$ cat src/rtl/muldiv_pkg.sv
// rtl/muldiv_pkg.sv - shared encodings and constants for the multDiv arbiter
package muldiv_pkg;

  typedef enum logic [1:0] {
    IDLE  = 2'd0,
    ISSUE = 2'd1,
    WAIT  = 2'd2,
    RESP  = 2'd3
  } state_t;

  localparam logic        MODE_MULTU = 1'b0;
  localparam logic        MODE_DIVU  = 1'b1;
  localparam logic [31:0] DIV0_QUOT  = 32'hFFFF_FFFF;
  localparam int          MD_LATENCY = 34;

endpackage

$ cat src/rtl/muldiv_arbiter_if.sv
// rtl/muldiv_arbiter_if.sv - requester side and multDiv side signal bundle
interface muldiv_arbiter_if #(
  parameter int N_REQ = 2
);
  logic [N_REQ-1:0]    req;
  logic [N_REQ-1:0]    mode;
  logic [32*N_REQ-1:0] in_a;
  logic [32*N_REQ-1:0] in_b;
  logic [N_REQ-1:0]    done;
  logic [63:0]         result;
  logic                busy;
  logic                md_valid;
  logic                md_mode;
  logic [31:0]         md_a;
  logic [31:0]         md_b;
  logic                md_ready;
  logic [63:0]         md_out;

  modport slave (
    input  req, mode, in_a, in_b, md_ready, md_out,
    output done, result, busy, md_valid, md_mode, md_a, md_b
  );

  modport master (
    output req, mode, in_a, in_b, md_ready, md_out,
    input  done, result, busy, md_valid, md_mode, md_a, md_b
  );
endinterface

$ cat src/rtl/rr_pick.sv
// rtl/rr_pick.sv - combinational round-robin picker: first req at or above ptr, with wrap
module rr_pick #(
  parameter int N_REQ = 2,
  parameter int IDX_W = 1
) (
  input  logic [N_REQ-1:0] req,
  input  logic [IDX_W-1:0] ptr,
  output logic [N_REQ-1:0] grant,
  output logic [IDX_W-1:0] idx
);

  logic [IDX_W:0] cand;
  logic           found;

  always_comb begin
    grant = '0;
    idx   = '0;
    found = 1'b0;
    cand  = '0;
    for (int off = 0; off < N_REQ; off++) begin
      cand = {1'b0, ptr} + (IDX_W+1)'(off);
      if (cand >= (IDX_W+1)'(N_REQ)) cand = cand - (IDX_W+1)'(N_REQ);
      for (int i = 0; i < N_REQ; i++) begin
        if (!found && req[i] && (cand == (IDX_W+1)'(i))) begin
          found    = 1'b1;
          grant[i] = 1'b1;
          idx      = IDX_W'(i);
        end
      end
    end
  end

endmodule

$ cat src/rtl/muldiv_arbiter.sv
// rtl/muldiv_arbiter.sv - shares one iterative multu/divu unit between N_REQ requesters
module muldiv_arbiter
  import muldiv_pkg::*;
#(
  parameter int N_REQ = 2
) (
  input  logic             clk,
  input  logic             rst_n,
  muldiv_arbiter_if.slave  bus
);

  localparam int IDX_W = (N_REQ > 1) ? $clog2(N_REQ) : 1;

  state_t             state_q, state_d;
  logic [N_REQ-1:0]   done_q, done_d;
  logic [63:0]        result_q, result_d;
  logic               busy_q, busy_d;
  logic               md_valid_q, md_valid_d;
  logic               md_mode_q, md_mode_d;
  logic [31:0]        md_a_q, md_a_d;
  logic [31:0]        md_b_q, md_b_d;
  logic [IDX_W-1:0]   ptr_q, ptr_d;
  logic [IDX_W-1:0]   gnt_idx_q, gnt_idx_d;
  logic [N_REQ-1:0]   gnt_oh_q, gnt_oh_d;

  logic [N_REQ-1:0]   pick_oh;
  logic [IDX_W-1:0]   pick_idx;
  logic [31:0]        a_sel, b_sel;
  logic               mode_sel;

  rr_pick #(.N_REQ(N_REQ), .IDX_W(IDX_W)) u_pick (
    .req   (bus.req),
    .ptr   (ptr_q),
    .grant (pick_oh),
    .idx   (pick_idx)
  );

  always_comb begin
    a_sel    = '0;
    b_sel    = '0;
    mode_sel = MODE_MULTU;
    for (int i = 0; i < N_REQ; i++) begin
      if (pick_idx == IDX_W'(i)) begin
        a_sel    = bus.in_a[i*32 +: 32];
        b_sel    = bus.in_b[i*32 +: 32];
        mode_sel = bus.mode[i];
      end
    end
  end

  always_comb begin
    state_d    = state_q;
    done_d     = '0;
    result_d   = result_q;
    md_valid_d = 1'b0;
    md_mode_d  = md_mode_q;
    md_a_d     = md_a_q;
    md_b_d     = md_b_q;
    ptr_d      = ptr_q;
    gnt_idx_d  = gnt_idx_q;
    gnt_oh_d   = gnt_oh_q;
    case (state_q)
      IDLE: begin
        if (|bus.req) begin
          gnt_idx_d = pick_idx;
          gnt_oh_d  = pick_oh;
          // Divide-by-zero is answered here so the unit stays free.
          if (mode_sel == MODE_DIVU && b_sel == 32'd0) begin
            result_d = {a_sel, DIV0_QUOT};
            done_d   = pick_oh;
            state_d  = RESP;
          end else begin
            md_valid_d = 1'b1;
            md_mode_d  = mode_sel;
            md_a_d     = a_sel;
            md_b_d     = b_sel;
            state_d    = ISSUE;
          end
        end
      end
      ISSUE: state_d = WAIT;
      WAIT: begin
        if (bus.md_ready) begin
          result_d = bus.md_out;
          done_d   = gnt_oh_q;
          state_d  = RESP;
        end
      end
      RESP: begin
        ptr_d   = (gnt_idx_q == IDX_W'(N_REQ - 1)) ? '0 : gnt_idx_q + 1'b1;
        state_d = IDLE;
      end
      default: state_d = IDLE;
    endcase
    busy_d = (state_d != IDLE);
  end

  always_ff @(posedge clk) begin
    if (!rst_n) begin
      state_q    <= IDLE;
      done_q     <= '0;
      result_q   <= '0;
      busy_q     <= 1'b0;
      md_valid_q <= 1'b0;
      md_mode_q  <= MODE_MULTU;
      md_a_q     <= '0;
      md_b_q     <= '0;
      ptr_q      <= '0;
      gnt_idx_q  <= '0;
      gnt_oh_q   <= '0;
    end else begin
      state_q    <= state_d;
      done_q     <= done_d;
      result_q   <= result_d;
      busy_q     <= busy_d;
      md_valid_q <= md_valid_d;
      md_mode_q  <= md_mode_d;
      md_a_q     <= md_a_d;
      md_b_q     <= md_b_d;
      ptr_q      <= ptr_d;
      gnt_idx_q  <= gnt_idx_d;
      gnt_oh_q   <= gnt_oh_d;
    end
  end

  assign bus.done     = done_q;
  assign bus.result   = result_q;
  assign bus.busy     = busy_q;
  assign bus.md_valid = md_valid_q;
  assign bus.md_mode  = md_mode_q;
  assign bus.md_a     = md_a_q;
  assign bus.md_b     = md_b_q;

endmodule
$ cat src/flat_wrapper.sv
// flat-port wrapper written by rule: the top's interface ports become plain ports
module muldiv_arbiter_flat import muldiv_pkg::*;
#(
  parameter int N_REQ = 2
)
  (clk, rst_n, bus_req, bus_mode, bus_in_a, bus_in_b, bus_md_ready, bus_md_out, bus_done, bus_result, bus_busy, bus_md_valid, bus_md_mode, bus_md_a, bus_md_b);
  muldiv_arbiter_if #(.N_REQ(N_REQ)) bus_i ();
  input  logic clk;
  input  logic rst_n;
  input wire logic [$bits(bus_i.req)-1:0] bus_req;
  input wire logic [$bits(bus_i.mode)-1:0] bus_mode;
  input wire logic [$bits(bus_i.in_a)-1:0] bus_in_a;
  input wire logic [$bits(bus_i.in_b)-1:0] bus_in_b;
  input wire logic [$bits(bus_i.md_ready)-1:0] bus_md_ready;
  input wire logic [$bits(bus_i.md_out)-1:0] bus_md_out;
  output wire logic [$bits(bus_i.done)-1:0] bus_done;
  output wire logic [$bits(bus_i.result)-1:0] bus_result;
  output wire logic [$bits(bus_i.busy)-1:0] bus_busy;
  output wire logic [$bits(bus_i.md_valid)-1:0] bus_md_valid;
  output wire logic [$bits(bus_i.md_mode)-1:0] bus_md_mode;
  output wire logic [$bits(bus_i.md_a)-1:0] bus_md_a;
  output wire logic [$bits(bus_i.md_b)-1:0] bus_md_b;
  assign bus_i.req = bus_req;
  assign bus_i.mode = bus_mode;
  assign bus_i.in_a = bus_in_a;
  assign bus_i.in_b = bus_in_b;
  assign bus_i.md_ready = bus_md_ready;
  assign bus_i.md_out = bus_md_out;
  assign bus_done = bus_i.done;
  assign bus_result = bus_i.result;
  assign bus_busy = bus_i.busy;
  assign bus_md_valid = bus_i.md_valid;
  assign bus_md_mode = bus_i.md_mode;
  assign bus_md_a = bus_i.md_a;
  assign bus_md_b = bus_i.md_b;
  muldiv_arbiter #(.N_REQ(N_REQ)) u_core (.clk(clk), .rst_n(rst_n), .bus(bus_i));
endmodule
$ cat config.mk
export PLATFORM = sky130hd
export DESIGN_NAME = muldiv_arbiter_flat
export DESIGN_NICKNAME = d
export VERILOG_FILES = /design/src/rtl/muldiv_pkg.sv /design/src/rtl/muldiv_arbiter_if.sv /design/src/rtl/rr_pick.sv /design/src/rtl/muldiv_arbiter.sv /design/src/flat_wrapper.sv
export SDC_FILE = /design/constraint.sdc
export NUM_CORES = 1
export LEC_CHECK = 0
export CORE_MARGIN = 4
export CORE_UTILIZATION = 45
export DETAILED_ROUTE_END_ITERATION = 12
export PLACE_DENSITY_LB_ADDON = 0.2
export SYNTH_ARGS = -nofsm -noshare
export SYNTH_HDL_FRONTEND = slang
export SYNTH_SLANG_ARGS = --single-unit
$ cat constraint.sdc
create_clock -name clk -period 2.5 [get_ports clk]
set_input_delay 0.75 -clock clk [delete_from_list [all_inputs] [get_ports clk]]
set_output_delay 0.75 -clock clk [all_outputs]
set_load 0.1 [all_outputs]
Yosys cells after proc, flatten, opt, wreduce, memory -nomap -nowiden
Index checks and enable logic that the tools add are counted.

Output and inout bits: 133. Flip-flop bits (word level): 139.

Reduce and logical (&&, ||, !) cells: 22. Bitwise gates (word level): 1. $lt $le $gt $ge: 2. Multiplexer cells: 27. Equality and inequality tests: 8. $add $sub $neg: 4.

Operators with widths (number): 64-bit 2-to-1 mux (3); 64-bit case mux with 2 select lines (1); 32-bit 2-to-1 mux (2); 32-bit logical NOT (1); 2-bit 2-to-1 mux (8); 1-bit 2-to-1 mux (11); 1-bit logical AND (8); 2-bit case mux with 4 select lines (1); 2-bit by 1-bit == test with 1-bit output, second input constant (3); 2-bit logical NOT (3); 3-bit AND reduction (2); 2-bit == test, second input constant (2); 2-bit by 1-bit != test with 1-bit output, second input constant (2); 2-bit case mux with 2 select lines (1); 4-bit AND reduction (1); 2-bit nonzero test (2); 1-bit logical NOT (3); 1-bit by 1-bit adder with 2-bit output, second input constant (1); 1-bit by 2-bit greater-or-equal comparator with 1-bit output, second input constant (1); 2-bit greater-or-equal comparator, second input constant (1); 2-bit != test, second input constant (1); 2-bit AND reduction (1); 2-bit OR reduction (1); 1-bit by 2-bit subtractor with 2-bit output, second input constant (1); other kinds (3) (3).

Logic depth before layout (Yosys ltp)
Depth in word-level cells: 24. Gate-level depth with buffers: 9. Gate-level depth less buffers: 7.

By module
Synthesis repeated with hierarchy kept, for this count alone.

Cell total of the unflattened synthesis: 881. Area total of the unflattened synthesis: 7393.3 um^2.

Modules (own cells, without submodules): muldiv_arbiter (area an instance 7363.3 um^2, instances 1, seq. area each 2782.7 um^2, cells an instance 877); rr_pick (area an instance 30.0 um^2, instances 1, seq. area each 0.0 um^2, cells an instance 4).

Worst setup path before layout
No wires, ideal clock.

Kind: in2reg. Start point: in bus_req[1]. End point: reg u_core.result_q[0], in the netlist u_core.bus.result[0]. Arrival time: 2273 ps. Library setup time: 127 ps. Data required time: 2373 ps. Stages: 8. Setup slack: 100 ps. Buffers on the path: 3. Path through: buf_2 -> inv_2 -> nor2_1 -> mux2_2 -> clkbuf_1 -> buf_1 -> o31ai_1 -> nand3_1.

Longest elaborated chain between the ends: 16. Elaborated cells on any way between the ends: 21. Those cells by class: eq/ne (2); mux (7); reduce/logical (12).

Ends and longest elaborated chain: from (decl) (RTL line flat_wrapper.sv:10) `input wire logic [$bits(bus_i.req)-1:0] bus_req;`; 1-bit logical AND (2 in series) (RTL line rr_pick.sv:24) `if (!found && req[i] && (cand == (IDX_W+1)'(i))) begin`; 1-bit 2-to-1 mux (RTL line rr_pick.sv:24); 1-bit logical NOT (RTL line rr_pick.sv:24); 1-bit logical AND (2 in series) (RTL line rr_pick.sv:24); 1-bit 2-to-1 mux (RTL line rr_pick.sv:24); 1-bit logical NOT (RTL line rr_pick.sv:24); 1-bit logical AND (2 in series) (RTL line rr_pick.sv:24); 1-bit 2-to-1 mux (RTL line rr_pick.sv:24); 32-bit 2-to-1 mux (RTL line muldiv_arbiter.sv:43) `if (pick_idx == IDX_W'(i)) begin`; 32-bit logical NOT (RTL line muldiv_arbiter.sv:68) `if (mode_sel == MODE_DIVU && b_sel == 32'd0) begin`; 1-bit logical AND (RTL line muldiv_arbiter.sv:68); 2-bit by 1-bit != test with 1-bit output (no source line); 4-bit AND reduction (no source line) *; to (signal assigned) (RTL line muldiv_arbiter.sv:114) `result_q <= result_d;`; to (decl) (RTL line muldiv_arbiter.sv:16) `logic [63:0] result_q, result_d;`.

Every way passes the cells marked *; elsewhere a longest branch is shown, timed or not. A chain may end at the register's enable or synchronous reset.

Worst setup path in the final report
Start point: in bus_in_b[38]. End point: reg u_core.md_a_q[0], in the netlist u_core.bus.md_a[0].

Longest elaborated chain between the ends: 5.

Ends and longest elaborated chain: from (decl) (RTL line flat_wrapper.sv:13) `input wire logic [$bits(bus_i.in_b)-1:0] bus_in_b;`; 32-bit 2-to-1 mux (RTL line muldiv_arbiter.sv:43); 32-bit logical NOT (RTL line muldiv_arbiter.sv:68); 1-bit logical AND (RTL line muldiv_arbiter.sv:68); 1-bit NOT (no source line); 3-bit AND reduction (no source line); to (signal assigned) (RTL line muldiv_arbiter.sv:118) `md_a_q <= md_a_d;`; to (decl) (RTL line muldiv_arbiter.sv:20) `logic [31:0] md_a_q, md_a_d;`.

No other way between the ends.

==> results_dict.tcl <==
set metrics [dict create \
    syn_area_per_cell_um2 7.86 \
    seqPwrFrac 0.251 \
    stdcell_count 1726 \
    dpl.hpwl_mm 24.3 \
    ant_nets 0 \
    synth_edf_count 0 \
    antenna_found_initial 2 \
    power_density_nw_per_um2 796 \
    power_switching_share 0.454 \
    holdBufCountCts 0 \
    clk_path_buf_depth 2 \
    hold_viol 0 \
    io_buffer_count 331 \
    p_int_w 0.00594 \
    gp_congestion 0.870 \
    start_util 0.456 \
    cts_tree "built" \
    drt_iter0_drc 829 \
    cts.sinks 139 \
    die_w_um 149 \
    syn_to_final_growth_pct 53.8 \
    antenna_cells 0 \
    finalNetCount 1650 \
    overflow 0 \
    die-area_um2 22100 \
    holdCritStartpoint "u_core.bus.md_mode$_SDFFE_PN0P_" \
    stdcell_area_um2 13700 \
    fin_crit_sh 0.988 \
    cts_buffers 17 \
    track_usage 0.306 \
    tightest_slew_ns 0.545 \
    whs_path_depth 2 \
    worstPathRequired_ns 2.83 \
    clockPowerShare 0.249 \
    grt_max_degree 88 \
    slew_headroom 0.636 \
    max_freq_mhz 405 \
    drc 0 \
    cts_root_buffer "clkbuf_16" \
    drive_gt1_frac 0.230 \
    nFillCells 1529 \
    setup_viol 0 \
    synth-seq-area-share 0.313 \
    start_kind "input port" \
    cts_htree_levels 4 \
    core_um2 19500 \
    first_global_vias 10100 \
    crit_type "in -> reg" \
    cp.arrival_ns 2.80 \
    routed_wirelength_mm 35.9 \
    place_area_um2 12700 \
    dpl.cell_count 1684 \
    io_pins 332 \
    clock_skew_ns 0.0121 \
    final_cell_mix "buf_4, clkdlybuf4s50_1, dfxtp_1" \
    maxSlewViolCount 0 \
    ys_seq_elements 139 \
    clk_pin_slew_ns 0.06 \
    syn_inst 1130 \
    fin_crit_ns 2.47 \
    grt_pass1_wl_mm 54.9 \
    synth_ff_type "dfxtp_1" \
    p_comb_frac 0.500 \
    synth_cell_types 41 \
    worstSetupEndpointType "register" \
    holdCritPathClass "reg -> reg" \
    yosys_warnings 0 \
    layout_commonest_cell "buf_4" \
    async_flop_share 0 \
    via_per_inst 6.18 \
    ir_drop_mv 0.693 \
    rrSetupSlack_ns 0.36 \
    clock_latency_ns 0.42 \
    power.leakage_nw 5.97 \
    syn_nets 1332 \
    routedWlPerCell_um 20.8 \
    vias 10700 \
    syn_area_um2 8880 \
    critPathMaxFanout 9 \
    power.switching_w 0.00493 \
    die_h_um 149 \
    r2r-end "u_core.bus.result[4]$_SDFFE_PN0P_" \
    timing.rr.start "u_core.state_q[0]$_SDFF_PN0_" \
    dr.pass1.iters 5 \
    min_to "u_core.bus.md_mode$_SDFFE_PN0P_" \
    outcome "completed" \
    num_rows 51 \
    ff2ff_path_depth 8 \
    drv_cap 0 \
]
[worst max path at each step]
stage	to	cells past startpoint	startpoint	slack [ns]
after floorplan	u_core.bus.result[0]$_SDFFE_PN0P_	8	bus_req[1]	0.10
after global placement	u_core.bus.done[1]$_SDFF_PN0_	6	bus_in_b[36]	-0.55
after detailed placement	u_core.bus.result[22]$_SDFFE_PN0P_	7	bus_in_b[36]	-0.57
after CTS	u_core.bus.md_b[17]$_SDFFE_PN0P_	10	bus_in_b[62]	-0.00005
after global routing	u_core.bus.md_a[0]$_SDFFE_PN0P_	9	bus_in_b[11]	-0.02
final	u_core.bus.md_a[0]$_SDFFE_PN0P_	9	bus_in_b[38]	0.03
[final cells by class]
type / instances / area [um^2] / share of cell area
clock buffers: 21 / 450 / 0.0330
well taps: 265 / 332 / 0.0243
flip-flops and latches: 139 / 2780 / 0.204
multi-input cells: 846 / 5680 / 0.415
inverters: 7 / 27.5 / 0.00201
repair buffers: 437 / 4230 / 0.309
clock inverters: 11 / 169 / 0.0124
[stage by stage]
stage / setup slack [ns] / setup TNS [ns] / util / hold WS [ns] / power, W
final: 0.0299 / 0 / 0.702 / 0.457 / 0.0109
after global routing: -0.0198 / -0.0746 / 0.702 / 0.468 / 0.0113
after CTS: -0.0000484 / -0.0000484 / 0.692 / 0.459 / 0.0108
after detailed placement: -0.573 / -61.68 / 0.651 / 0.446 / 0.00798
after global placement: -0.550 / -57.37 / 0.651 / 0.435 / 0.00794
after floorplan: 0.100 / 0 / - / 0.416 / 0.00646
[cell usage after synthesis (2+ instances only)]
library cell,instances,area share
a31oi_1,32,0.023
a22oi_1,32,0.027
inv_1,3,0.0013
a2bb2oi_1,32,0.032
a21o_1,32,0.027
nand3_1,70,0.039
nor4_1,10,0.0070
buf_2,8,0.0045
buf_1,10,0.0042
nand2_1,103,0.044
a311oi_1,32,0.032
buf_6,5,0.0063
nor3_1,4,0.0023
a21oi_1,9,0.0051
nand4_1,67,0.047
o31ai_1,64,0.054
nor2_1,76,0.032
mux2_2,36,0.046
ha_1,3,0.0042
o21ai_0,69,0.039
o211ai_1,32,0.027
clkbuf_1,113,0.048
inv_2,3,0.0013
dfxtp_1,139,0.31
buf_4,2,0.0017
and3_1,64,0.045
mux2i_1,66,0.074
[cells by family (layout without fill, tap and decap cells)]
kind of cell | after synthesis | in the layout | synth area share
AO/OA/AOI/OAI | 341 | 341 | 0.274
adder cells (fa/ha/maj) | 3 | 3 | 0.00423
buffers and inverters | 145 | 476 | 0.0675
flip-flops | 139 | 139 | 0.313
multiplexers | 102 | 102 | 0.120
AND/OR/NAND/NOR | 400 | 400 | 0.222
[critical path, stage by stage]
cell,delay (ns)
clkdlybuf4s50_1,0.43
nor4_1,0.33
nand3_1,0.17
buf_4,0.17
mux2i_4,0.19
a31o_4,0.25
buf_12,0.14
buf_12,0.14
mux2i_2,0.21
[registers in the layout, indices dropped and copies added (netlist names)]
name	flops
u_core.bus.md_b	32
u_core.bus.done	2
u_core.bus.result	64
u_core.ptr_q	1
u_core.bus.md_valid	1
u_core.bus.md_mode	1
u_core.bus.busy	1
u_core.bus.md_a	32
u_core.state_q	2
u_core.gnt_idx_q	1
u_core.gnt_oh_q	2
[layer usage]
metal	routed length, um	track usage	vias to the layer above
met5	22	0	-
met2	16600	0.474	568
met4	990	0.103	4
met1	14500	0.413	5068
met3	3760	0.0810	75
li1	-	-	4947
[repair_timing]
action                                  4_1_cts  5_1_grt
pin swaps                                     8       12
endpoints found under the hold margin         0        0
setup buffers                                 5        0
cloned                                        2        3
endpoints found under the setup margin      123      130
gates resized for setup                      14       34
[power groups by stage]
stage | clock network (W) | logic, W | registers [W]
detailed placement | 0 | 0.00522 | 0.00276
CTS | 0.00274 | 0.00538 | 0.00272
floorplan | 0 | 0.00151 | 0.00495
global route | 0.00284 | 0.00567 | 0.00276
finish | 0.00271 | 0.00543 | 0.00273
global placement | 0 | 0.00518 | 0.00275
Power figures use the tool's default switching activity.
